### src/rtl/ram_pkg.sv
// Shared definitions for the RAM built-in self-test controller:
// default geometry, the data seed and the controller state encoding.
package ram_pkg;

    localparam int DEF_DATA_W = 8;
    localparam int DEF_ADDR_W = 9;

    // XOR seed applied to the address to form the test data
    localparam logic [DEF_DATA_W-1:0] DEF_PATTERN = 8'hA5;

    typedef enum logic [2:0] {
        IDLE,
        WRITE,
        READ,
        DRAIN,
        FINISH
    } bist_state_e;

endpackage

### src/rtl/ram_bist_pattern_gen.sv
// Combinational test-data generator: data = addr ^ PATTERN, bitwise
// inverted for the inverted sweep. The address is truncated or
// zero-extended to the data width before the XOR.
module ram_bist_pattern_gen
    import ram_pkg::*;
#(
    parameter int                DATA_W  = DEF_DATA_W,
    parameter int                ADDR_W  = DEF_ADDR_W,
    parameter logic [DATA_W-1:0] PATTERN = DATA_W'(DEF_PATTERN)
) (
    input  logic [ADDR_W-1:0] addr,
    input  logic              invert,
    output logic [DATA_W-1:0] data
);

    logic [DATA_W-1:0] base;

    assign base = DATA_W'(addr) ^ PATTERN;
    assign data = invert ? ~base : base;

endmodule

### src/rtl/ram_bist_ctrl.sv
// Built-in self-test initiator for a single-port synchronous RAM.
// Writes an address-derived pattern to every word, reads it back with a
// one-cycle compare latency, and reports pass/fail, a saturating error
// count and the first failing location.
// Optional feature macro: RAM_BIST_INV_PASS_EN adds a second sweep that
// uses the inverted pattern; errors accumulate across both sweeps.
module ram_bist_ctrl
    import ram_pkg::*;
#(
    parameter int                DATA_W  = DEF_DATA_W,
    parameter int                ADDR_W  = DEF_ADDR_W,
    parameter logic [DATA_W-1:0] PATTERN = DATA_W'(DEF_PATTERN)
) (
    input  logic              clk,
    input  logic              reset,
    input  logic              start,
    output logic              busy,
    output logic              done,
    output logic              pass,
    output logic [ADDR_W:0]   err_cnt,
    output logic [ADDR_W-1:0] fail_addr,
    output logic [DATA_W-1:0] fail_data,
    output logic              mem_wr_en,
    output logic [ADDR_W-1:0] mem_addr,
    output logic [DATA_W-1:0] mem_din,
    input  logic [DATA_W-1:0] mem_dout
);

    bist_state_e       state_q, state_d;
    logic [ADDR_W-1:0] cnt_q, cnt_d;
    logic              inv_q, inv_d;
    logic [ADDR_W-1:0] exp_addr_q, exp_addr_d;
    logic              exp_valid_q, exp_valid_d;
    logic              busy_q, busy_d;
    logic              done_q, done_d;
    logic              pass_q, pass_d;
    logic [ADDR_W:0]   err_cnt_q, err_cnt_d;
    logic [ADDR_W-1:0] fail_addr_q, fail_addr_d;
    logic [DATA_W-1:0] fail_data_q, fail_data_d;
    logic              mem_wr_en_q, mem_wr_en_d;
    logic [DATA_W-1:0] mem_din_q, mem_din_d;

    logic [DATA_W-1:0] wr_pat;
    logic [DATA_W-1:0] cmp_pat;
    logic              mismatch;

    // Write data is generated for the address the port will present next cycle
    ram_bist_pattern_gen #(
        .DATA_W (DATA_W),
        .ADDR_W (ADDR_W),
        .PATTERN(PATTERN)
    ) u_wr_pat (
        .addr  (cnt_d),
        .invert(inv_d),
        .data  (wr_pat)
    );

    // Expected read data follows the address issued one cycle earlier
    ram_bist_pattern_gen #(
        .DATA_W (DATA_W),
        .ADDR_W (ADDR_W),
        .PATTERN(PATTERN)
    ) u_cmp_pat (
        .addr  (exp_addr_q),
        .invert(inv_q),
        .data  (cmp_pat)
    );

    assign mismatch = exp_valid_q && (mem_dout != cmp_pat);

    // Sequencer: state, address counter, sweep polarity and port control
    always_comb begin
        state_d = state_q;
        cnt_d   = cnt_q;
        inv_d   = inv_q;
        case (state_q)
            IDLE: begin
                if (start) begin
                    state_d = WRITE;
                    cnt_d   = '0;
                    inv_d   = 1'b0;
                end
            end
            WRITE: begin
                cnt_d = cnt_q + 1'b1;
                if (&cnt_q) begin
                    state_d = READ;
                end
            end
            READ: begin
                cnt_d = cnt_q + 1'b1;
                if (&cnt_q) begin
                    state_d = DRAIN;
                end
            end
            DRAIN: begin
`ifdef RAM_BIST_INV_PASS_EN
                if (!inv_q) begin
                    state_d = WRITE;
                    inv_d   = 1'b1;
                    cnt_d   = '0;
                end else begin
                    state_d = FINISH;
                end
`else
                state_d = FINISH;
`endif
            end
            FINISH: begin
                state_d = IDLE;
                inv_d   = 1'b0;
            end
            default: begin
                state_d = IDLE;
            end
        endcase

        busy_d      = (state_d == WRITE) || (state_d == READ) || (state_d == DRAIN);
        done_d      = (state_d == FINISH);
        mem_wr_en_d = (state_d == WRITE);
    end

    // Read-back compare and result capture
    always_comb begin
        exp_addr_d  = cnt_q;
        exp_valid_d = (state_q == READ);
        mem_din_d   = mem_wr_en_d ? wr_pat : '0;
        err_cnt_d   = err_cnt_q;
        fail_addr_d = fail_addr_q;
        fail_data_d = fail_data_q;
        pass_d      = pass_q;

        if ((state_q == IDLE) && (state_d == WRITE)) begin
            err_cnt_d   = '0;
            fail_addr_d = '0;
            fail_data_d = '0;
            pass_d      = 1'b0;
        end else if (mismatch) begin
            if (!(&err_cnt_q)) begin
                err_cnt_d = err_cnt_q + 1'b1;
            end
            if (err_cnt_q == '0) begin
                fail_addr_d = exp_addr_q;
                fail_data_d = mem_dout;
            end
        end

        if (state_d == FINISH) begin
            pass_d = (err_cnt_d == '0);
        end
    end

    // State and output registers with synchronous reset
    always_ff @(posedge clk) begin
        if (reset) begin
            state_q     <= IDLE;
            cnt_q       <= '0;
            inv_q       <= 1'b0;
            exp_addr_q  <= '0;
            exp_valid_q <= 1'b0;
            busy_q      <= 1'b0;
            done_q      <= 1'b0;
            pass_q      <= 1'b0;
            err_cnt_q   <= '0;
            fail_addr_q <= '0;
            fail_data_q <= '0;
            mem_wr_en_q <= 1'b0;
            mem_din_q   <= '0;
        end else begin
            state_q     <= state_d;
            cnt_q       <= cnt_d;
            inv_q       <= inv_d;
            exp_addr_q  <= exp_addr_d;
            exp_valid_q <= exp_valid_d;
            busy_q      <= busy_d;
            done_q      <= done_d;
            pass_q      <= pass_d;
            err_cnt_q   <= err_cnt_d;
            fail_addr_q <= fail_addr_d;
            fail_data_q <= fail_data_d;
            mem_wr_en_q <= mem_wr_en_d;
            mem_din_q   <= mem_din_d;
        end
    end

    assign busy      = busy_q;
    assign done      = done_q;
    assign pass      = pass_q;
    assign err_cnt   = err_cnt_q;
    assign fail_addr = fail_addr_q;
    assign fail_data = fail_data_q;
    assign mem_wr_en = mem_wr_en_q;
    assign mem_addr  = cnt_q;
    assign mem_din   = mem_din_q;

endmodule
### config.mk
export PLATFORM = sky130hd
export DESIGN_NAME = ram_bist_ctrl
export DESIGN_NICKNAME = d
export VERILOG_FILES = /design/src/rtl/ram_pkg.sv /design/src/rtl/ram_bist_pattern_gen.sv /design/src/rtl/ram_bist_ctrl.sv
export SDC_FILE = /design/constraint.sdc
export NUM_CORES = 1
export LEC_CHECK = 0
export CAP_MARGIN = 10
export CORE_UTILIZATION = 45
export CTS_CLUSTER_SIZE = 30
export DETAILED_ROUTE_END_ITERATION = 10
export GPL_TIMING_DRIVEN = 0
export PLACE_DENSITY = 0.81
export SYNTH_ARGS = -nofsm -noshare
export SYNTH_HDL_FRONTEND = slang
export SYNTH_SLANG_ARGS = --single-unit
### constraint.sdc
create_clock -name clk -period 2.39 [get_ports clk]
set_clock_uncertainty 0.2 [all_clocks]
set_input_delay 0.478 -clock clk [delete_from_list [all_inputs] [get_ports clk]]
set_output_delay 0.478 -clock clk [all_outputs]
set_load 0.01 [all_outputs]
[Yosys cells after proc, flatten, opt, wreduce, memory -nomap -nowiden]
Index checks and enable logic that the tools add are counted.
Operators by class
  $add $sub $neg: 2
  equality and inequality tests: 10
  multiplexer cells: 15
  bitwise gates (word level): 5
  reductions and logical operators: 16
Operators by type and width (number)
  2-to-1 mux 10 bit: 3
  logical NOT 10 bit: 2
  case mux 9 bit (2 select lines): 1
  2-to-1 mux 8 bit: 2
  NOT 8 bit: 2
  == test 3 x 2 -> 1 bit (second input constant): 4
  case mux 3 bit (4 select lines): 1
  adder 10 x 1 -> 10 bit (second input constant): 1
  AND reduction 10 bit: 1
  adder 9 x 1 -> 9 bit (second input constant): 1
  2-to-1 mux 3 bit: 3
  2-to-1 mux 9 bit: 1
  AND reduction 9 bit: 1
  inequality test 8 bit: 1
  NOT 4 bit: 2
  == test 3 x 1 -> 1 bit (second input constant): 2
  == test 3 bit (second input constant): 2
  OR reduction 2 bit: 3
  AND reduction 2 bit: 2
  nonzero test 2 bit: 2
  logical NOT 3 bit: 1
  2-to-1 mux 1 bit: 3
  logical AND 1 bit: 2
  logical OR 1 bit: 2
  other kinds (3): 3
Storage, ports and cells
  bits in registers: 62
  bits of input ports: 11
  output and inout port bits: 48
  logic and storage cells: 62

[Longest topological paths before layout]
Gate-level depths: netlist of the first run.
  depth after elaboration: 9
  gate-level depth with buffers: 11
  mapped depth without buffers: 10

[Cells and area by module]
From an unflattened synthesis of the first run, not the netlist that was laid out.
Second synthesis, totals
  cells, all modules: 309
  area total of the unflattened synthesis: 2902.8 um^2
Modules (own cells, without submodules)
  ram_bist_ctrl: times used 1, cells each 291, area an instance 2740.1 um^2, sequential area each 1241.2 um^2
  ram_bist_pattern_gen: times used 2, cells each 9, area an instance 81.3 um^2, sequential area each 0.0 um^2

[Worst setup path before layout of the first run]
No wires, ideal clock.
  path kind: input to register
  from: in mem_dout[3]
  to: reg fail_data_q[7], in the netlist fail_data[7]
  setup time: 0.128 ns
  arrival time: 2.010 ns
  data required time: 2.062 ns
  path slack: 0.053 ns
  cell stages on the path: 9
  buffers on the path: 2
  cell sequence: xor2_1 or4_4 nor2_2 o22ai_2 and3_1 buf_6 buf_12 mux2i_1 nor2_1
Between the ends
  word-level cells in the longest chain between the ends: 3
RTL lines
  start: declaration: line ram_bist_ctrl.sv:26  | input logic [DATA_W-1:0] mem_dout
  inequality test 8 bit: line ram_bist_ctrl.sv:69  | assign mismatch = exp_valid_q && (mem_dout != cmp_pat);
  logical AND 1 bit: line ram_bist_ctrl.sv:69
  AND reduction 2 bit (no source line)
  end signal: assignment: line ram_bist_ctrl.sv:180  | fail_data_q <= fail_data_d;
  end: declaration: line ram_bist_ctrl.sv:39  | logic [DATA_W-1:0] fail_data_q, fail_data_d;
No other way between the ends.
A chain may end at the register's enable or synchronous reset.

[Final worst setup path of the first run]
  from: in mem_dout[2]
  to: reg pass_q, in the netlist pass
Between the ends
  word-level cells in the longest chain between the ends: 6
RTL lines
  inequality test 8 bit: line ram_bist_ctrl.sv:69
  logical AND 1 bit: line ram_bist_ctrl.sv:69
  2-to-1 mux 10 bit: line ram_bist_ctrl.sv:138  | end else if (mismatch) begin
  2-to-1 mux 10 bit: line ram_bist_ctrl.sv:133  | if ((state_q == IDLE) && (state_d == WRITE)) begin
  logical NOT 10 bit: line ram_bist_ctrl.sv:149  | pass_d = (err_cnt_d == '0);
  2-to-1 mux 1 bit: line ram_bist_ctrl.sv:148  | if (state_d == FINISH) begin
  end signal: assignment: line ram_bist_ctrl.sv:177  | pass_q <= pass_d;
  end: declaration: line ram_bist_ctrl.sv:36  | logic pass_q, pass_d;
No other way between the ends.

==> impl_results.md, run 1 <==
- Pwr dens: 624 mW/mm^2
- WP data required: 2.42 ns
- Cell Int Power: 0.00182 W
- GP Congestion: 0.830
- RSZ-0062 raised after global routing: yes
- # IOs: 59
- Seq pwr share: 45.7%
- Core area: 0.00564 mm^2
- Die ar.: 0.00627 mm^2
- CP Launch Type: input port
- Max Freq: 424 MHz
- Final setup violation count: 0
- WP buf/inv: 2
- PortBufs: 58
- CTS Sinks: 62
- Number of antenna violations at the first check in global routing: 0
- Final Cycle Share: 98.7%
- Die width: 79.2 um
- # rows: 27
- Largest net degree at the start of global routing: 12
- Via density: 5.24
- Arrival time worst endpoint: 2.39 ns
- DP Area: 0.00335 mm^2
- Top FF cell, synth: dfxtp_1
- H-tree depth: 3
- Synth Area per Inst: 9.41 um^2
- CP delay by family, top: compound AO/OA/AOI/OAI gates
- Global-route wire length before repair: 9530 um
- Vias in the first global route: 2131
- Detailed-placement wirelength estimate: 4130 um
- NumNets Final: 368
- CTS tree: done
- Per-cell routed wire length: 13.9 um
- Cts hold-fix bufs: 0
- Mapped Cells: 285
- Setup TNS Final: 0 ns
- Antenna diodes: 0
- Synth-to-Final Area Change: 37.5%
- Maximum fanout along the worst path: 10
- Critical-path top delay cell: or4_4
- Initial drt markers: 111
- Routed wl met3: 399 um
- Met1 Wirelength: 2670 um
- Most common cell after layout, fill and taps aside: dfxtp_1
- Part of the power in combinational logic: 5.3%
- Die H: 79.2 um
- Net Sw Frac: 20.9%
- Slew @ Worst Pin: 0.973 ns
- TritonCTS Buffers: 9
- Clock share of power: 49.0%
- CP Capture Type: flip-flop
- Clock root buffer: clkbuf_8
- Post-synthesis async set-or-reset flop share: 0%
- Fraction of layout cells with a size suffix above 1: 14.0%
- Via Count: 2254
- Post-Place Setup Slack: -0.726 ns
- Post-Place Cells: 415
- Crit path kind: input port to flip-flop
- Final worst path period need: 2.36 ns
- Routed wl met2: 2790 um
- Max-Cap Viols: 0
- EDFF count, synth: 0
- Total grt overflow: 0
- Count of unique library cells instantiated by Yosys: 47
- Fin worst setup slack: 0.0307 ns
- Worst vdd ir: 650 uV
- Tot GR Track Use: 20.0%
- Crit path cell chain: dlygate4sd2_1, xnor2_1, or4_4, o21ai_2, o21ai_4, buf_6, a31oi_2, o31ai_1, nand4_1, o21ai_1
- Final Hold Vio Count: 0
- Leak: 1.37 nW
- Mapped Nets: 300
- Utilization after layout: 65.4%
- Status: completed
- Sw power: 0.000482 W
- First drt pass iteration count: 4
- Clock Tree Buf Depth: 2
- Count of antenna-violating nets left after detailed routing: 0
- Detailed Route WL: 5980 um
- Clock slew at reported path FFs: 0.07 ns
- #FFs+latches synth: 62
- Drt drc: 0
- Worst skew pair latency: 0.34 ns
- Slew Limit Fails: 0
- Register area share after synthesis: 46.3%
- CP peak stage delay: 0.57 ns
- Yosys warnings: 0
- Slew headroom: 34.8%
- Initial Util: 47.5%
- Final instance area: 0.00369 mm^2
- Most frequent cells in the layout: 59 x dfxtp_1, 50 x clkdlybuf4s50_1, 46 x nor2_1
- Final Non-Filler Cells: 430
- Highest metal used: met4
- Hold/Removal Path Class: input port to flip-flop
- Mapped Area: 0.00268 mm^2
[logic make-up after synthesis]
family	after synthesis	share of synthesized area, %
compound gates	39	10.6
xor+xnor	25	8.16
fa+ha+maj	4	1.87
buf+inv	20	4.20
flops	62	46.3
mux	19	7.09
simple gates	116	21.8
[cell type report]
class                           count  area (um^2)
Buffer                             13         78.8
Tap cell                           72         90.1
Sequential cell                    62         1240
Timing Repair Buffer               59          576
Clock buffer                       11          141
Multi-Input combinational cell    203         1430
Clock inverter                      5          106
Inverter                            5         18.8
Fill cell                         450         1950
[tightest hold or removal path: cells and delay by family]
| family | cells | cell delay, ns |
|---|---|---|
| muxes | 1 | 0.08 |
| buffers and inverters | 1 | 0.12 |
| and+or+nand+nor | 1 | 0.08 |
[sequential cells by signal, indices dropped and copies added, names as in the netlist]
| name | count |
|---|---|
| mem_addr | 9 |
| fail_addr | 9 |
| state_q | 3 |
| done | 1 |
| exp_addr_q | 9 |
| exp_valid_q | 1 |
| err_cnt | 10 |
| inv_q | 1 |
| fail_data | 8 |
| mem_din | 8 |
| busy | 1 |
| mem_wr_en | 1 |
| pass | 1 |
[per-stage QoR]
step	power [W]	hold slack [ns]
after global routing	0.00238	0.299
after global placement	0.00119	0.249
final	0.00230	0.260
after CTS	0.00232	0.276
after floorplan	0.00113	0.240
after detailed placement	0.00119	0.267
[routing by layer]
layer | track usage [%] | up-vias
met5 | 0 | -
met4 | 10.9 | 0
met3 | 6.90 | 13
met2 | 32.0 | 71
met1 | 23.4 | 1046
li1 | - | 1124
[power by group through the flow]
stage / clock network, W / registers (W) / logic, W
2_1_floorplan: 0 / 0.00108 / 0.0000569
3_3_place_gp: 0 / 0.00107 / 0.000116
3_5_place_dp: 0 / 0.00107 / 0.000118
4_1_cts: 0.00115 / 0.00105 / 0.000118
5_1_grt: 0.00120 / 0.00105 / 0.000133
6_report: 0.00113 / 0.00105 / 0.000122
[path summary, 6_finish.rpt]
path	from	to	slack, ns	cells past startpoint
max	mem_dout[2]	pass$_SDFFE_PP0P_	0.03	10
max reg2reg	mem_addr[0]$_SDFF_PP0_	busy$_SDFF_PP0_	0.07	9
min reg2reg	exp_addr_q[8]$_SDFF_PP0_	fail_addr[8]$_SDFFE_PP0P_	0.27	2
min	mem_dout[0]	fail_data[0]$_SDFFE_PP0P_	0.26	3
[cell usage after synthesis, types with 3 or more instances]
master    instances  share of area (%)
dfxtp_1          62                 46
nor2_1           47                6.6
mux2i_1          19                7.1
xor2_1           14                4.6
nor2b_1          12                2.8
nand2_1          11                1.5
xnor2_1          11                3.6
and3_1            9                2.1
clkbuf_1          7               0.98
nand4_1           7                1.6
o21ai_0           7                1.3
a21oi_1           6                1.1
nand3_1           6                1.1
nor3_1            6                1.1
buf_2             5               0.93
inv_1             5               0.70
nand2b_1          5                1.2
ha_1              4                1.9
a211o_1           3               0.98
a41oi_1           3               0.98
o21ai_1           3               0.56
[repair_timing]
action                     4_1_cts  5_1_grt
setup endpoints to repair       35       22
resized for setup               16       17
pin swaps                        4        7
buffers inserted                 1        0
Power figures use the tool's default switching activity.
==> inputs of run 2 (changes only) <==
--- a/config.mk
+++ b/config.mk
@@ -5,6 +5,7 @@
 export SDC_FILE = /design/constraint.sdc
 export NUM_CORES = 1
 export LEC_CHECK = 0
+export ABC_CLOCK_PERIOD_IN_PS = 2390
 export CAP_MARGIN = 10
 export CORE_UTILIZATION = 45
 export CTS_CLUSTER_SIZE = 30
==> results of run 2 <==
No change in the layout: final DEF, timing and power equal those of run 1.
==> inputs of run 3 (changes only) <==
--- a/config.mk
+++ b/config.mk
@@ -5,11 +5,12 @@
 export SDC_FILE = /design/constraint.sdc
 export NUM_CORES = 1
 export LEC_CHECK = 0
-export ABC_CLOCK_PERIOD_IN_PS = 2390
+export ABC_AREA = 1
 export CAP_MARGIN = 10
-export CORE_UTILIZATION = 45
+export CORE_UTILIZATION = 57
 export CTS_CLUSTER_SIZE = 30
 export DETAILED_ROUTE_END_ITERATION = 10
+export DONT_BUFFER_PORTS = 1
 export GPL_TIMING_DRIVEN = 0
 export PLACE_DENSITY = 0.81
 export SYNTH_ARGS = -nofsm -noshare
==> run 3 against run 2 <==
Critical path type is now flip-flop to flip-flop. Setup slack improved by 0.20 ns. Final area fell by 9.2%. Wire length rose by 8.7%. Utilization fell by 0.60 points. Final cell count rose by 21%. Combinational power fell by 23%.
==> impl_results.md, run 3 <==
- Status: completed (unchanged)
- H-tree depth: 3 (unchanged)
- First drt pass iteration count: 4 (unchanged)
- Post-synthesis async set-or-reset flop share: 0% (unchanged)
- Via density: 5.11 (was 5.24)
- FF+latch area: 0.00125 mm^2 (was 0.00124 mm^2)
- Worst skew pair latency: 0.33 ns (was 0.34 ns)
- Die H: 75.8 um (was 79.2 um)
- Count of antenna-violating nets left after detailed routing: 0 (unchanged)
- Final setup violation count: 0 (unchanged)
- Synth top area share: 40.0% (was 46.3%)
- Crit path kind: flip-flop to flip-flop (was input port to flip-flop)
- Clock root buffer: clkbuf_8 (unchanged)
- Detailed Route WL: 6490 um (was 5980 um)
- Slew headroom: 68.3% (was 34.8%)
- Fraction of layout cells with a size suffix above 1: 13.3% (was 14.0%)
- Initial drt markers: 97 (was 111)
- Final Cycle Share: 90.5% (was 98.7%)
- Cts hold-fix bufs: 0 (unchanged)
- Worst Hold Path Cells: 2 (was 3)
- Count of unique library cells instantiated by Yosys: 30 (was 47)
- # rows: 26 (was 27)
- EDFF count, synth: 0 (unchanged)
- Slew Limit Fails: 0 (unchanged)
- Total grt overflow: 0 (unchanged)
- WP data required: 2.42 ns (about the same)
- Critical path depth in cells: 13 (was 10)
- Global-route wire length before repair: 10400 um (was 9530 um)
- NumNets Final: 462 (was 368)
- CP Capture Type: flip-flop (unchanged)
- Most common cell in the synthesized netlist: nand2_1 (was dfxtp_1)
- Die ar.: 0.00574 mm^2 (was 0.00627 mm^2)
- CP delay by family, top: simple AND/OR/NAND/NOR gates (was compound AO/OA/AOI/OAI gates)
- Mapped Nets: 451 (was 300)
- Max-Cap Viols: 0 (unchanged)
- Synth area leader: dfxtp_1 (unchanged)
- Crit path cell chain: ha_1, nand2_2, nor2_2, nand2_2, nor2_4, inv_1, o21ai_0, nand3b_1, nand3_1, nand2_1, nor2_1, nand3_1, nand2_1 (was dlygate4sd2_1, xnor2_1, or4_4, o21ai_2, o21ai_4, buf_6, a31oi_2, o31ai_1, nand4_1, o21ai_1)
- Top FF cell, synth: dfxtp_1 (unchanged)
- Per-cell routed wire length: 12.4 um (was 13.9 um)
- Clock share of power: 39.7% (was 49.0%)
- Most common cell after layout, fill and taps aside: nand2_1 (was dfxtp_1)
- Sw power: 0.000473 W (was 0.000482 W)
- Final worst path period need: 2.16 ns (was 2.36 ns)
- Initial Util: 59.9% (was 47.5%)
- Yosys warnings: 0 (unchanged)
- Post-Place Setup Slack: 0.159 ns (was -0.726 ns)
- PortBufs: 0 (was 58)
- RSZ-0062 raised after global routing: no (was yes)
- Max Freq: 462 MHz (was 424 MHz)
- Slew @ Worst Pin: 0.476 ns (was 0.973 ns)
- Tot GR Track Use: 24.5% (was 20.0%)
- Detailed-placement wirelength estimate: 4780 um (was 4130 um)
- Core area: 0.00517 mm^2 (was 0.00564 mm^2)
- CTS Sinks: 62 (unchanged)
- Fillers: 453 (was 450)
- Most frequent cells in the layout: 94 x nand2_1, 76 x inv_1, 63 x nor2_1 (was 59 x dfxtp_1, 50 x clkdlybuf4s50_1, 46 x nor2_1)
- WP buf/inv: 1 (was 2)
- CTS tree: done (unchanged)
- Area of the multi-input gates: 0.00146 mm^2 (was 0.00143 mm^2)
- CP Launch Type: flip-flop (was input port)
- Arrival time worst endpoint: 2.20 ns (was 2.39 ns)
- #FFs+latches synth: 62 (unchanged)
- Final Hold Vio Count: 0 (unchanged)
- Fin worst setup slack: 0.227 ns (was 0.0307 ns)
- Maximum fanout along the worst path: 7 (was 10)
- Leak: 1.46 nW (was 1.37 nW)
- Synth-to-Final Area Change: 8.11% (was 37.5%)
- Die width: 75.8 um (was 79.2 um)
- Max reg flops: 10 (unchanged)
- # IOs: 59 (unchanged)
- Clock Tree Buf Depth: 2 (unchanged)
- Setup TNS Final: 0 ns (unchanged)
- GP Congestion: 0.925 (was 0.830)
- Power consumption: 0.00192 W (was 0.00230 W)
- Synth Area per Inst: 7.11 um^2 (was 9.41 um^2)
- Largest net degree at the start of global routing: 11 (was 12)
- Hold/Removal Path Class: input port to flip-flop (unchanged)
- Seq pwr share: 55.4% (was 45.7%)
- Part of the power in combinational logic: 4.9% (was 5.3%)
- Reg2Reg Depth: 13 (was 9)
- Utilization after layout: 64.8% (was 65.4%)
- Via Count: 2666 (was 2254)
- Post-synth top cells: 94 x nand2_1, 77 x inv_1, 63 x nor2_1 (was 62 x dfxtp_1, 47 x nor2_1, 19 x mux2i_1)
- Mapped Area: 0.00310 mm^2 (was 0.00268 mm^2)
- Pwr dens: 573 mW/mm^2 (was 624 mW/mm^2)
- CP peak stage delay: 0.39 ns (was 0.57 ns)
- Clock slew at reported path FFs: 0.07 ns (about the same)
- Net Sw Frac: 24.6% (was 20.9%)
- Vias in the first global route: 2459 (was 2131)
- Mapped Cells: 436 (was 285)
- Hold_ws: 0.138 ns (was 0.260 ns)
- TritonCTS Buffers: 9 (unchanged)
- Critical-path top delay cell: dfxtp_2 (was or4_4)
- Number of antenna violations at the first check in global routing: 0 (unchanged)
- Register area share after synthesis: 40.0% (was 46.3%)
- Drt drc: 0 (unchanged)
- Area contributors post-synth: dfxtp_1 40%, nand2_1 11%, inv_1 9.3%, nor2_1 7.6%, a211oi_2 6.9% (was dfxtp_1 46%, mux2i_1 7.1%, nor2_1 6.6%, xor2_1 4.6%, xnor2_1 3.6%)
- Worst vdd ir: 391 uV (was 650 uV)
- Antenna diodes: 0 (unchanged)
- Cell Int Power: 0.00145 W (was 0.00182 W)
-- run 3: cell families (layout without fill, tap and decap cells) --
group | after synthesis | in the layout | synth area share, %
buffers and inverters | 92 | 108 | 13.0
adder cells (fa/ha/maj) | 4 | 4 | 1.61
AND/OR/NAND/NOR | 224 | 224 | 31.5
XOR/XNOR | 5 | 5 | 1.41
flip-flops | 62 | 62 | 40.0
AO/OA/AOI/OAI | 49 | 49 | 12.4
-- run 3: layout make-up --
type	instances	area share [%]
inverter	78	8.96
tap	70	2.61
buffer	14	3.10
multi-input combinational	282	43.4
sequential	62	37.2
clock buffer	12	4.03
clock inverter	4	0.709
-- run 3: power groups by stage --
stage / Sequential (W) / Clock (W) / Combinational, W
final: 0.00106 / 0.000763 / 0.0000938
after global placement: 0.00109 / 0 / 0.0000907
after floorplan: 0.00108 / 0 / 0.0000730
after detailed placement: 0.00109 / 0 / 0.0000917
after CTS: 0.00106 / 0.000784 / 0.0000929
after global routing: 0.00106 / 0.000826 / 0.000109
-- run 3: worst paths after layout --
kind,startpoint,end,slack (ns)
worst max register to register,err_cnt[0]$_SDFF_PP0_,pass$_SDFFE_PP0P_,0.23
worst min register to register,fail_data[7]$_SDFFE_PP0P_,fail_data[7]$_SDFFE_PP0P_,0.31
worst min-delay path,mem_dout[7],fail_data[7]$_SDFFE_PP0P_,0.14
worst max-delay path,err_cnt[0]$_SDFF_PP0_,pass$_SDFFE_PP0P_,0.23
-- run 3: per-stage QoR --
step           cell area (um^2)  cells
2_1_floorplan              3100    436
3_3_place_gp               3190    506
3_5_place_dp               3190    506
4_1_cts                    3350    522
5_1_grt                    3350    522
6_report                   3350    522
-- run 3: layer usage --
| layer | GRT usage [%] | part of all wire [%] | wire length, um | up-vias |
|---|---|---|---|---|
| li1 | - | - | - | 1381 |
| met1 | 27.1 | 44 | 2830 | 1199 |
| met2 | 43.4 | 48 | 3140 | 77 |
| met3 | 6.75 | 6.3 | 410 | 9 |
| met4 | 11.9 | 1.8 | 116 | 0 |
| met5 | 0 | 0 | 0 | - |
-- run 3: timing repair --
| action | 4_1_cts | 5_1_grt |
|---|---|---|
| resized for setup | 0 | 6 |
| setup buffers | 0 | 0 |
| setup endpoints to repair | 0 | 10 |
